===== config.mk =====
export PLATFORM = sky130hd
export DESIGN_NAME = simple_fixed_ctrl_flat
export DESIGN_NICKNAME = d
export VERILOG_FILES = /design/src/rtl/simple_fixed_ctrl_pkg.sv /design/src/rtl/simple_fixed_ctrl_if.sv /design/src/rtl/simple_fixed_ctrl_stage.sv /design/src/rtl/simple_fixed_ctrl.sv /design/src/flat_wrapper.sv
export SDC_FILE = /design/constraint.sdc
export NUM_CORES = 1
export LEC_CHECK = 0
export BUFFER_PORTS_ARGS = -buffer_cell sky130_fd_sc_hd__buf_2
export CAP_MARGIN = 15
export CORE_AREA = 2 2 351 353
export CTS_CLUSTER_DIAMETER = 30
export DETAILED_ROUTE_END_ITERATION = 7
export DIE_AREA = 0 0 353 355
export GPL_ROUTABILITY_DRIVEN = 0
export PLACE_DENSITY = 0.4
export SYNTH_ARGS = -nofsm -noshare
export SYNTH_HDL_FRONTEND = slang
export SYNTH_SLANG_ARGS = --single-unit

===== constraint.sdc =====
create_clock -name clk -period 7.5 [get_ports clk]
set_clock_uncertainty 0.05 [all_clocks]
set_input_delay 0.375 -clock clk [delete_from_list [all_inputs] [get_ports clk]]
set_output_delay 0.375 -clock clk [all_outputs]
set_load 0.02 [all_outputs]

===== src/rtl/simple_fixed_ctrl_pkg.sv =====
// Shared types and constants for the simple_fixed issue/writeback controller.
//   HALFWORD        : halfword width in bits
//   SF_LATENCY      : default issue-to-writeback depth
//   Opcodes         : instruction opcodes seen by the fixed-point units
//   sf_stage_t      : one pipeline stage {valid, wr_en, rt_addr, data}
//   sf_supported()  : 1 for opcodes implemented by the simple_fixed datapath
package simple_fixed_ctrl_pkg;

   localparam int unsigned HALFWORD       = 16;
   localparam int unsigned SF_LATENCY     = 2;
   localparam int unsigned SF_REG_ADDR_WD = 7;
   localparam int unsigned SF_REG_DATA_WD = 128;

   typedef enum logic [5:0] {
      NOP                     = 6'd0,
      IMMEDIATE_LOAD_HALFWORD = 6'd1,
      IMMEDIATE_LOAD_WORD     = 6'd2,
      ADD_WORD                = 6'd3,
      AND_WORD                = 6'd4,
      OR_WORD                 = 6'd5
   } Opcodes;

   typedef struct packed {
      logic                      valid;
      logic                      wr_en;
      logic [SF_REG_ADDR_WD-1:0] rt_addr;
      logic [SF_REG_DATA_WD-1:0] data;
   } sf_stage_t;

   function automatic logic sf_supported(input Opcodes op);
      return (op == IMMEDIATE_LOAD_HALFWORD);
   endfunction

endpackage


===== src/rtl/simple_fixed_ctrl_if.sv =====
// Dispatch/register-file bus of the simple_fixed controller.
//   issue_*   : instruction handshake from dispatch (valid/ready)
//   wb_*      : register-file write port handshake (valid/ready)
//   flush     : kill all in-flight instructions
//   chk_addr  : register probed by dispatch; chk_hit reports an in-flight writer
//   err_opcode: one-cycle pulse after an unsupported opcode is accepted
//   perf_*    : event counters, present only when SF_CTRL_PERF_EN is defined
// Modports: master = dispatch/register-file side, slave = controller.
interface simple_fixed_ctrl_if
   import simple_fixed_ctrl_pkg::*;
#(
   parameter int unsigned REG_ADDR_WD = SF_REG_ADDR_WD,
   parameter int unsigned REG_DATA_WD = SF_REG_DATA_WD
);
   logic                   issue_valid;
   logic                   issue_ready;
   Opcodes                 issue_opcode;
   logic [REG_ADDR_WD-1:0] issue_rt_addr;
   logic [REG_DATA_WD-1:0] issue_RA;
   logic [REG_DATA_WD-1:0] issue_RB;
   logic [9:0]             issue_I10;
   logic [15:0]            issue_I16;
   logic [17:0]            issue_I18;
   logic                   wb_valid;
   logic                   wb_ready;
   logic                   wb_wr_en;
   logic [REG_ADDR_WD-1:0] wb_rt_addr;
   logic [REG_DATA_WD-1:0] wb_data;
   logic                   flush;
   logic [REG_ADDR_WD-1:0] chk_addr;
   logic                   chk_hit;
   logic                   err_opcode;
`ifdef SF_CTRL_PERF_EN
   logic [31:0]            perf_issued;
   logic [31:0]            perf_stall;
`endif

   modport master (
      output issue_valid, issue_opcode, issue_rt_addr, issue_RA, issue_RB,
             issue_I10, issue_I16, issue_I18, wb_ready, flush, chk_addr,
      input  issue_ready, wb_valid, wb_wr_en, wb_rt_addr, wb_data, chk_hit,
             err_opcode
`ifdef SF_CTRL_PERF_EN
      , input perf_issued, perf_stall
`endif
   );

   modport slave (
      input  issue_valid, issue_opcode, issue_rt_addr, issue_RA, issue_RB,
             issue_I10, issue_I16, issue_I18, wb_ready, flush, chk_addr,
      output issue_ready, wb_valid, wb_wr_en, wb_rt_addr, wb_data, chk_hit,
             err_opcode
`ifdef SF_CTRL_PERF_EN
      , output perf_issued, perf_stall
`endif
   );

endinterface


===== src/rtl/simple_fixed_ctrl_stage.sv =====
// sf_pipe_stage: one stage register of the simple_fixed writeback pipe.
//   clk, rst : clock, asynchronous active-high reset
//   en       : load d into q
//   clr      : invalidate the held entry (takes priority over en)
//   d, q     : stage contents {valid, wr_en, rt_addr, data}
module sf_pipe_stage
   import simple_fixed_ctrl_pkg::*;
(
   input  logic      clk,
   input  logic      rst,
   input  logic      en,
   input  logic      clr,
   input  sf_stage_t d,
   output sf_stage_t q
);

   always_ff @(posedge clk or posedge rst) begin
      if (rst) begin
         q <= '0;
      end else if (clr) begin
         q.valid <= 1'b0;
      end else if (en) begin
         q <= d;
      end
   end

endmodule


===== src/rtl/simple_fixed_ctrl.sv =====
// simple_fixed_ctrl: issue/writeback sequencer for the simple_fixed datapath.
//   clk, rst : clock, asynchronous active-high reset
//   bus      : dispatch + register-file bus (simple_fixed_ctrl_if.slave)
//   dp_*     : combinational drive to the simple_fixed datapath (0 when idle)
//   dp_RT    : datapath result, captured into the first stage on issue
// Optional macro SF_CTRL_PERF_EN adds perf_issued/perf_stall counters.
module simple_fixed_ctrl
   import simple_fixed_ctrl_pkg::*;
#(
   parameter int unsigned REG_ADDR_WD = SF_REG_ADDR_WD,
   parameter int unsigned REG_DATA_WD = SF_REG_DATA_WD,
   parameter int unsigned LATENCY     = SF_LATENCY
)(
   input  logic                   clk,
   input  logic                   rst,
   simple_fixed_ctrl_if.slave     bus,
   output Opcodes                 dp_opcode,
   output logic [REG_DATA_WD-1:0] dp_RA,
   output logic [REG_DATA_WD-1:0] dp_RB,
   output logic [9:0]             dp_I10,
   output logic [15:0]            dp_I16,
   output logic [17:0]            dp_I18,
   input  logic [REG_DATA_WD-1:0] dp_RT
);

   sf_stage_t st_q [LATENCY];
   sf_stage_t s1_in;
   logic      advance;
   logic      handshake;
   logic      chk_hit_c;
   logic      err_q;

   // The pipe moves as a whole; a held tail stalls every stage behind it.
   assign advance         = !st_q[LATENCY-1].valid || bus.wb_ready;
   assign bus.issue_ready = advance && !bus.flush;
   assign handshake       = bus.issue_valid && bus.issue_ready;

   always_comb begin
      dp_opcode = NOP;
      dp_RA     = '0;
      dp_RB     = '0;
      dp_I10    = '0;
      dp_I16    = '0;
      dp_I18    = '0;
      if (bus.issue_valid) begin
         dp_opcode = bus.issue_opcode;
         dp_RA     = bus.issue_RA;
         dp_RB     = bus.issue_RB;
         dp_I10    = bus.issue_I10;
         dp_I16    = bus.issue_I16;
         dp_I18    = bus.issue_I18;
      end
   end

   // Without a handshake the head loads a bubble rather than holding.
   always_comb begin
      s1_in = '0;
      if (handshake) begin
         s1_in.valid   = 1'b1;
         s1_in.wr_en   = sf_supported(bus.issue_opcode);
         s1_in.rt_addr = bus.issue_rt_addr;
         s1_in.data    = dp_RT;
      end
   end

   for (genvar g = 0; g < LATENCY; g++) begin : g_stage
      if (g == 0) begin : g_head
         sf_pipe_stage u_stage (
            .clk (clk),
            .rst (rst),
            .en  (advance),
            .clr (bus.flush),
            .d   (s1_in),
            .q   (st_q[g])
         );
      end else begin : g_tail
         sf_pipe_stage u_stage (
            .clk (clk),
            .rst (rst),
            .en  (advance),
            .clr (bus.flush),
            .d   (st_q[g-1]),
            .q   (st_q[g])
         );
      end
   end

   assign bus.wb_valid   = st_q[LATENCY-1].valid && !bus.flush;
   assign bus.wb_wr_en   = st_q[LATENCY-1].wr_en;
   assign bus.wb_rt_addr = st_q[LATENCY-1].rt_addr;
   assign bus.wb_data    = st_q[LATENCY-1].data;

   // The tail still counts while its writeback completes this cycle.
   always_comb begin
      chk_hit_c = 1'b0;
      for (int unsigned i = 0; i < LATENCY; i++) begin
         chk_hit_c = chk_hit_c || (st_q[i].valid && st_q[i].wr_en &&
                                   (st_q[i].rt_addr == bus.chk_addr));
      end
   end
   assign bus.chk_hit = chk_hit_c;

   always_ff @(posedge clk or posedge rst) begin
      if (rst) begin
         err_q <= 1'b0;
      end else begin
         err_q <= handshake && !sf_supported(bus.issue_opcode);
      end
   end
   assign bus.err_opcode = err_q;

`ifdef SF_CTRL_PERF_EN
   logic [31:0] perf_issued_q;
   logic [31:0] perf_stall_q;

   always_ff @(posedge clk or posedge rst) begin
      if (rst) begin
         perf_issued_q <= '0;
         perf_stall_q  <= '0;
      end else begin
         if (handshake) begin
            perf_issued_q <= perf_issued_q + 32'd1;
         end
         if (bus.wb_valid && !bus.wb_ready) begin
            perf_stall_q <= perf_stall_q + 32'd1;
         end
      end
   end
   assign bus.perf_issued = perf_issued_q;
   assign bus.perf_stall  = perf_stall_q;
`endif

endmodule


===== src/flat_wrapper.sv =====
// flat-port wrapper written by rule: the top's interface ports become plain ports
module simple_fixed_ctrl_flat import simple_fixed_ctrl_pkg::*;
#(
   parameter int unsigned REG_ADDR_WD = SF_REG_ADDR_WD,
   parameter int unsigned REG_DATA_WD = SF_REG_DATA_WD,
   parameter int unsigned LATENCY     = SF_LATENCY
)
  (clk, rst, dp_opcode, dp_RA, dp_RB, dp_I10, dp_I16, dp_I18, dp_RT, bus_issue_valid, bus_issue_opcode, bus_issue_rt_addr, bus_issue_RA, bus_issue_RB, bus_issue_I10, bus_issue_I16, bus_issue_I18, bus_wb_ready, bus_flush, bus_chk_addr, bus_issue_ready, bus_wb_valid, bus_wb_wr_en, bus_wb_rt_addr, bus_wb_data, bus_chk_hit, bus_err_opcode);
  simple_fixed_ctrl_if #(.REG_ADDR_WD(REG_ADDR_WD), .REG_DATA_WD(REG_DATA_WD)) bus_i ();
  input  logic clk;
  input  logic rst;
  output Opcodes dp_opcode;
  output logic [REG_DATA_WD-1:0] dp_RA;
  output logic [REG_DATA_WD-1:0] dp_RB;
  output logic [9:0] dp_I10;
  output logic [15:0] dp_I16;
  output logic [17:0] dp_I18;
  input  logic [REG_DATA_WD-1:0] dp_RT;
  input wire logic [$bits(bus_i.issue_valid)-1:0] bus_issue_valid;
  input wire logic [$bits(bus_i.issue_opcode)-1:0] bus_issue_opcode;
  input wire logic [$bits(bus_i.issue_rt_addr)-1:0] bus_issue_rt_addr;
  input wire logic [$bits(bus_i.issue_RA)-1:0] bus_issue_RA;
  input wire logic [$bits(bus_i.issue_RB)-1:0] bus_issue_RB;
  input wire logic [$bits(bus_i.issue_I10)-1:0] bus_issue_I10;
  input wire logic [$bits(bus_i.issue_I16)-1:0] bus_issue_I16;
  input wire logic [$bits(bus_i.issue_I18)-1:0] bus_issue_I18;
  input wire logic [$bits(bus_i.wb_ready)-1:0] bus_wb_ready;
  input wire logic [$bits(bus_i.flush)-1:0] bus_flush;
  input wire logic [$bits(bus_i.chk_addr)-1:0] bus_chk_addr;
  output wire logic [$bits(bus_i.issue_ready)-1:0] bus_issue_ready;
  output wire logic [$bits(bus_i.wb_valid)-1:0] bus_wb_valid;
  output wire logic [$bits(bus_i.wb_wr_en)-1:0] bus_wb_wr_en;
  output wire logic [$bits(bus_i.wb_rt_addr)-1:0] bus_wb_rt_addr;
  output wire logic [$bits(bus_i.wb_data)-1:0] bus_wb_data;
  output wire logic [$bits(bus_i.chk_hit)-1:0] bus_chk_hit;
  output wire logic [$bits(bus_i.err_opcode)-1:0] bus_err_opcode;
  assign bus_i.issue_valid = bus_issue_valid;
  assign bus_i.issue_opcode = bus_issue_opcode;
  assign bus_i.issue_rt_addr = bus_issue_rt_addr;
  assign bus_i.issue_RA = bus_issue_RA;
  assign bus_i.issue_RB = bus_issue_RB;
  assign bus_i.issue_I10 = bus_issue_I10;
  assign bus_i.issue_I16 = bus_issue_I16;
  assign bus_i.issue_I18 = bus_issue_I18;
  assign bus_i.wb_ready = bus_wb_ready;
  assign bus_i.flush = bus_flush;
  assign bus_i.chk_addr = bus_chk_addr;
  assign bus_issue_ready = bus_i.issue_ready;
  assign bus_wb_valid = bus_i.wb_valid;
  assign bus_wb_wr_en = bus_i.wb_wr_en;
  assign bus_wb_rt_addr = bus_i.wb_rt_addr;
  assign bus_wb_data = bus_i.wb_data;
  assign bus_chk_hit = bus_i.chk_hit;
  assign bus_err_opcode = bus_i.err_opcode;
  simple_fixed_ctrl #(.REG_ADDR_WD(REG_ADDR_WD), .REG_DATA_WD(REG_DATA_WD), .LATENCY(LATENCY)) u_core (.clk(clk), .rst(rst), .bus(bus_i), .dp_opcode(dp_opcode), .dp_RA(dp_RA), .dp_RB(dp_RB), .dp_I10(dp_I10), .dp_I16(dp_I16), .dp_I18(dp_I18), .dp_RT(dp_RT));
endmodule

Word level (Yosys, flattened, before mapping)
Index checks and enable logic that the tools add are counted.
{"block": "op_classes", "n_eq_ne": 3, "n_reduce_logical": 15, "bitwise": 1, "mux": 11}
{"op": "137-bit 2-to-1 mux", "n": 3}
{"op": "128-bit 2-to-1 mux", "n": 2}
{"op": "18-bit 2-to-1 mux", "n": 1}
{"op": "16-bit 2-to-1 mux", "n": 1}
{"op": "7-bit == test", "n": 2}
{"op": "10-bit 2-to-1 mux", "n": 1}
{"op": "1-bit logical AND", "n": 8}
{"op": "6-bit by 1-bit == test with 1-bit output, second input constant", "n": 1}
{"op": "6-bit 2-to-1 mux", "n": 1}
{"op": "1-bit logical NOT", "n": 3}
{"op": "1-bit logical OR", "n": 2}
{"op": "1-bit 2-to-1 mux", "n": 2}
{"op": "2-bit AND reduction", "n": 1}
{"op": "2-bit nonzero test", "n": 1}
{"op": "1-bit NOT", "n": 1}
{"block": "word_totals", "register_bits": 275, "word_cells": 39, "inputBits": 453}

Logic depth before layout (Yosys ltp)
{"block": "logic_depth", "ltp_word": 7, "ltp_mapped": 7, "depth_no_buf": 4}

By module
A second synthesis with hierarchy kept.
{"block": "unflattened", "hier_cells": 1106, "hier_area_um2": 13859.5}
{"mod": "sf_pipe_stage", "seq_area_each_um2": 3428.3, "area_each_um2": 5315.1, "cells_each": 292, "instances": 2}
{"mod": "simple_fixed_ctrl", "seq_area_each_um2": 25.0, "area_each_um2": 3229.3, "cells_each": 522, "instances": 1}

Worst setup path before layout
No wires, ideal clock.
{"block": "synth_timing", "path_type": "input-to-output", "startpoint": "input port bus_chk_addr[6]", "endpoint": "output port bus_chk_hit", "setup_slack_ps": 5667, "path_buffers": 0, "arrival_time_ps": 1408, "cell_stages": 3, "path_cell_list": "xor2_1 > or4_1 > o22ai_1"}
{"block": "synth_between", "elab_chain_len": 3, "word_cells_on_any_way": 5, "cone_classes": "2 x eq/ne; 3 x reduce/logical"}
{"item": "start, declared", "line": "flat_wrapper.sv:29", "source": "input wire logic [$bits(bus_i.chk_addr)-1:0] bus_chk_addr;"}
{"item": "7-bit == test", "line": "simple_fixed_ctrl.sv:98", "source": "(st_q[i].rt_addr == bus.chk_addr));"}
{"item": "1-bit logical AND", "line": "simple_fixed_ctrl.sv:97", "source": "chk_hit_c = chk_hit_c || (st_q[i].valid && st_q[i].wr_en &&"}
{"item": "1-bit logical OR (*)", "line": "simple_fixed_ctrl.sv:97"}
{"item": "end, declared", "line": "flat_wrapper.sv:35", "source": "output wire logic [$bits(bus_i.chk_hit)-1:0] bus_chk_hit;"}
Every way passes the cells marked *; elsewhere a longest branch is shown, timed or not.

Worst setup path in the final report
{"block": "layout_timing", "startpoint": "register u_core.g_stage[1].g_tail.u_stage.q[136] (netlist bit)", "endpoint": "output port bus_issue_ready"}
{"block": "layout_between", "elab_chain_len": 3}
{"item": "start, declared", "line": "simple_fixed_ctrl_stage.sv:14", "source": "output sf_stage_t q"}
{"item": "1-bit logical NOT", "line": "simple_fixed_ctrl.sv:34", "source": "assign advance = !st_q[LATENCY-1].valid || bus.wb_ready;"}
{"item": "1-bit logical OR", "line": "simple_fixed_ctrl.sv:34"}
{"item": "1-bit logical AND", "line": "simple_fixed_ctrl.sv:35", "source": "assign bus.issue_ready = advance && !bus.flush;"}
{"item": "end, declared", "line": "flat_wrapper.sv:30", "source": "output wire logic [$bits(bus_i.issue_ready)-1:0] bus_issue_ready;"}
No other way between the ends.

==> impl_metrics.py <==
metrics = {
    "run_status": {
        "status": "completed",
    },
    "synthesis": {
        "ys_ff_latch": 275,
        "syn_nets": 1855,
        "yosys_warnings": 0,
        "async_reset_ff_share_pct": 100,
        "synth_cells": 1402,
        "netlist_area_um2": 14500,
        "ys_types": 28,
        "syn_avg_cell_area_um2": 10.3,
        "ys.flop_type": "dfrtp_1",
        "seq_area_frac_synth_pct": 47.6,
        "synth-edff-count": 0,
    },
    "pwr": {
        "p_int_mw": 4.19,
        "p_switching_mw": 1.82,
        "ir_drop_mv": 0.139,
        "p_clk_share_pct": 51.4,
        "p_comb_share_pct": 19.4,
        "seqPwrFrac_pct": 29.2,
        "power.total_mw": 6.01,
        "power.leakage_nw": 11.7,
        "swShare_pct": 30.2,
        "p_per_area_nw_per_um2": 258,
    },
    "drt": {
        "drt-total-wl_mm": 98.9,
        "drc": 0,
        "via_count": 13800,
        "drt_iter0_markers": 793,
        "via_per_inst": 3.49,
        "drt_pass1_iterations": 4,
        "ant_nets": 0,
        "post_drt_wl_per_cell_um": 25.0,
    },
    "worst_hold_path": {
        "min_path_type": "in -> reg",
    },
    "job": {
        "max-cap-violations": 0,
    },
    "setup_path": {
        "end_kind": "output port",
        "worstSetupPathType": "reg -> out",
        "startpoint_type": "register",
        "path_max_fanout": 100,
        "arrival_ps": 2580,
        "required_ps": 7070,
    },
    "grt": {
        "grt_max_degree": 255,
        "grt_pass1_vias": 14200,
        "track_usage_pct": 15.2,
        "grt_overflow": 0,
        "grt_pass1_wl_mm": 130,
        "antenna_found_initial": 66,
    },
    "clock_network": {
        "cts_htree_levels": 3,
        "cts_max_path_buffers": 3,
        "insertion_delay_ps": 610,
        "cts_sinks": 275,
        "cts_buffers": 69,
        "cts_tree": "yes",
        "clk_pin_slew_worst_paths_ps": 40,
        "cts_root_buffer": "clkbuf_16",
    },
    "timing": {
        "fin_crit_ps": 3010,
        "hold_viol": 0,
        "fin_crit_sh_pct": 40.1,
        "max-slew-margin-rel_pct": 32.2,
        "finalMaxSlewViolations": 0,
        "clock.fmax_mhz": 332,
        "rsz0062_at_grt": "no",
        "tightest_slew_ps": 1020,
        "final.setup.tns_ps": 0,
        "finalSetupViolations": 0,
    },
    "placed_design": {
        "dp_hpwl_mm": 77.4,
        "dp.cells": 3693,
        "placed_area_um2": 19500,
        "numPortBuffers": 898,
    },
    "final_layout": {
        "drive_gt1_share_pct": 50.5,
        "final_cell_mix": "buf_2, and2_1, dfrtp_1",
        "fin_util_pct": 19.1,
        "fin_area_um2": 23200,
        "syn_to_final_growth_pct": 60.8,
        "final_nets": 2718,
        "final_common_cell": "buf_2",
        "fin_cells": 3960,
    },
    "floorplan": {
        "dieArea_um2": 125000,
        "die_height_um": 355,
        "start_util_pct": 11.9,
        "rows": 128,
        "floorplan.die.width_um": 353,
        "coreArea_um2": 121000,
        "ios": 899,
    },
}
## power by group through the flow
stage	Combinational [mW]	Sequential, mW	Clock (mW)
finish	1.17	1.75	3.09
global route	1.25	1.77	3.26
CTS	1.19	1.76	3.17
detailed placement	1.13	1.77	0
global placement	1.12	1.78	0
floorplan	0.761	1.74	0
## per-stage QoR
step           setup WS, ps  hold slack, ps
4_1_cts                4380            2.62
2_1_floorplan          3440             420
6_report               4490            41.8
5_1_grt                4320            39.1
3_3_place_gp           4510             417
3_5_place_dp           4510             419
## cells in the mapped netlist (2+ instances only)
library cell  instances  area [um^2]
buf_12               10          200
dfrtp_1             275         6880
inv_1                 2         7.51
nand2_1             137          514
or4_1                 2         15.0
mux2_2               38          428
buf_2                 2         10.0
mux2_4               98         1470
and2_1              306         1910
o21ai_0             271         1360
buf_6                 4         45.0
xor2_1                6         52.6
clkbuf_1             92          345
nand4_1               2         12.5
nor2_1                3         11.3
xnor2_1               8         70.1
buf_4               135         1010
## layout make-up
class                      instances  area, um^2
inverter                           3        27.5
multi-input combinational        880        5920
fill                           13600       98200
antenna                           15        37.5
sequential                       275        6880
clock buffer                      85        1910
timing repair buffer            1036        5880
clock inverter                    41         552
tap                             1625        2030
## flip-flops by register name, indices dropped and copies added (netlist names)
signal,flops
u_core.g_stage.g_head.u_stage.q,137
u_core.g_stage.g_tail.u_stage.q,137
u_core.bus.err_opcode,1
## metal layers
| layer | GRT usage (%) | part of all wire [%] |
|---|---|---|
| met5 | 0 | 0.32 |
| met4 | 9.28 | 6.8 |
| met2 | 25.2 | 47 |
| met3 | 6.47 | 9.4 |
| met1 | 16.0 | 36 |
## kinds of logic after synthesis
logic type | Yosys count | synth area share [%]
DFF | 275 | 47.6
buffers and inverters | 247 | 11.4
AOI/OAI and AO/OA | 273 | 9.48
xor gates and xnor gates | 14 | 0.849
and+or+nand+nor | 456 | 17.4
muxes | 137 | 13.2
## worst max-delay path, cell delays in order, from the launching register on
cell	delay (ps)
dfrtp_1	390
nor2b_4	130
or2_4	470
inv_12	640
buf_2	300
## final timing paths
path	startpoint	endpoint	slack, ps	depth (start not counted)
max in group asynchronous	rst	u_core.g_stage[1].g_tail.u_stage.q[53]	5180	5
max	u_core.g_stage[1].g_tail.u_stage.q[136]	bus_issue_ready	4490	4
max reg2reg	u_core.g_stage[1].g_tail.u_stage.q[136]	u_core.g_stage[1].g_tail.u_stage.q[118]	5070	4
min reg2reg	u_core.g_stage[0].g_head.u_stage.q[62]	u_core.g_stage[1].g_tail.u_stage.q[62]	430	1
min in group asynchronous	rst	u_core.g_stage[1].g_tail.u_stage.q[85]	340	3
min	dp_RT[120]	u_core.g_stage[0].g_head.u_stage.q[120]	40	3
## timing repair
| action | 4_1_cts | 5_1_grt |
|---|---|---|
| resized for setup | 0 | 0 |
| hold endpoints to repair | 147 | 0 |
| hold buffers | 126 | 0 |
| setup buffers | 0 | 0 |
(Power assumes the default switching activity.)
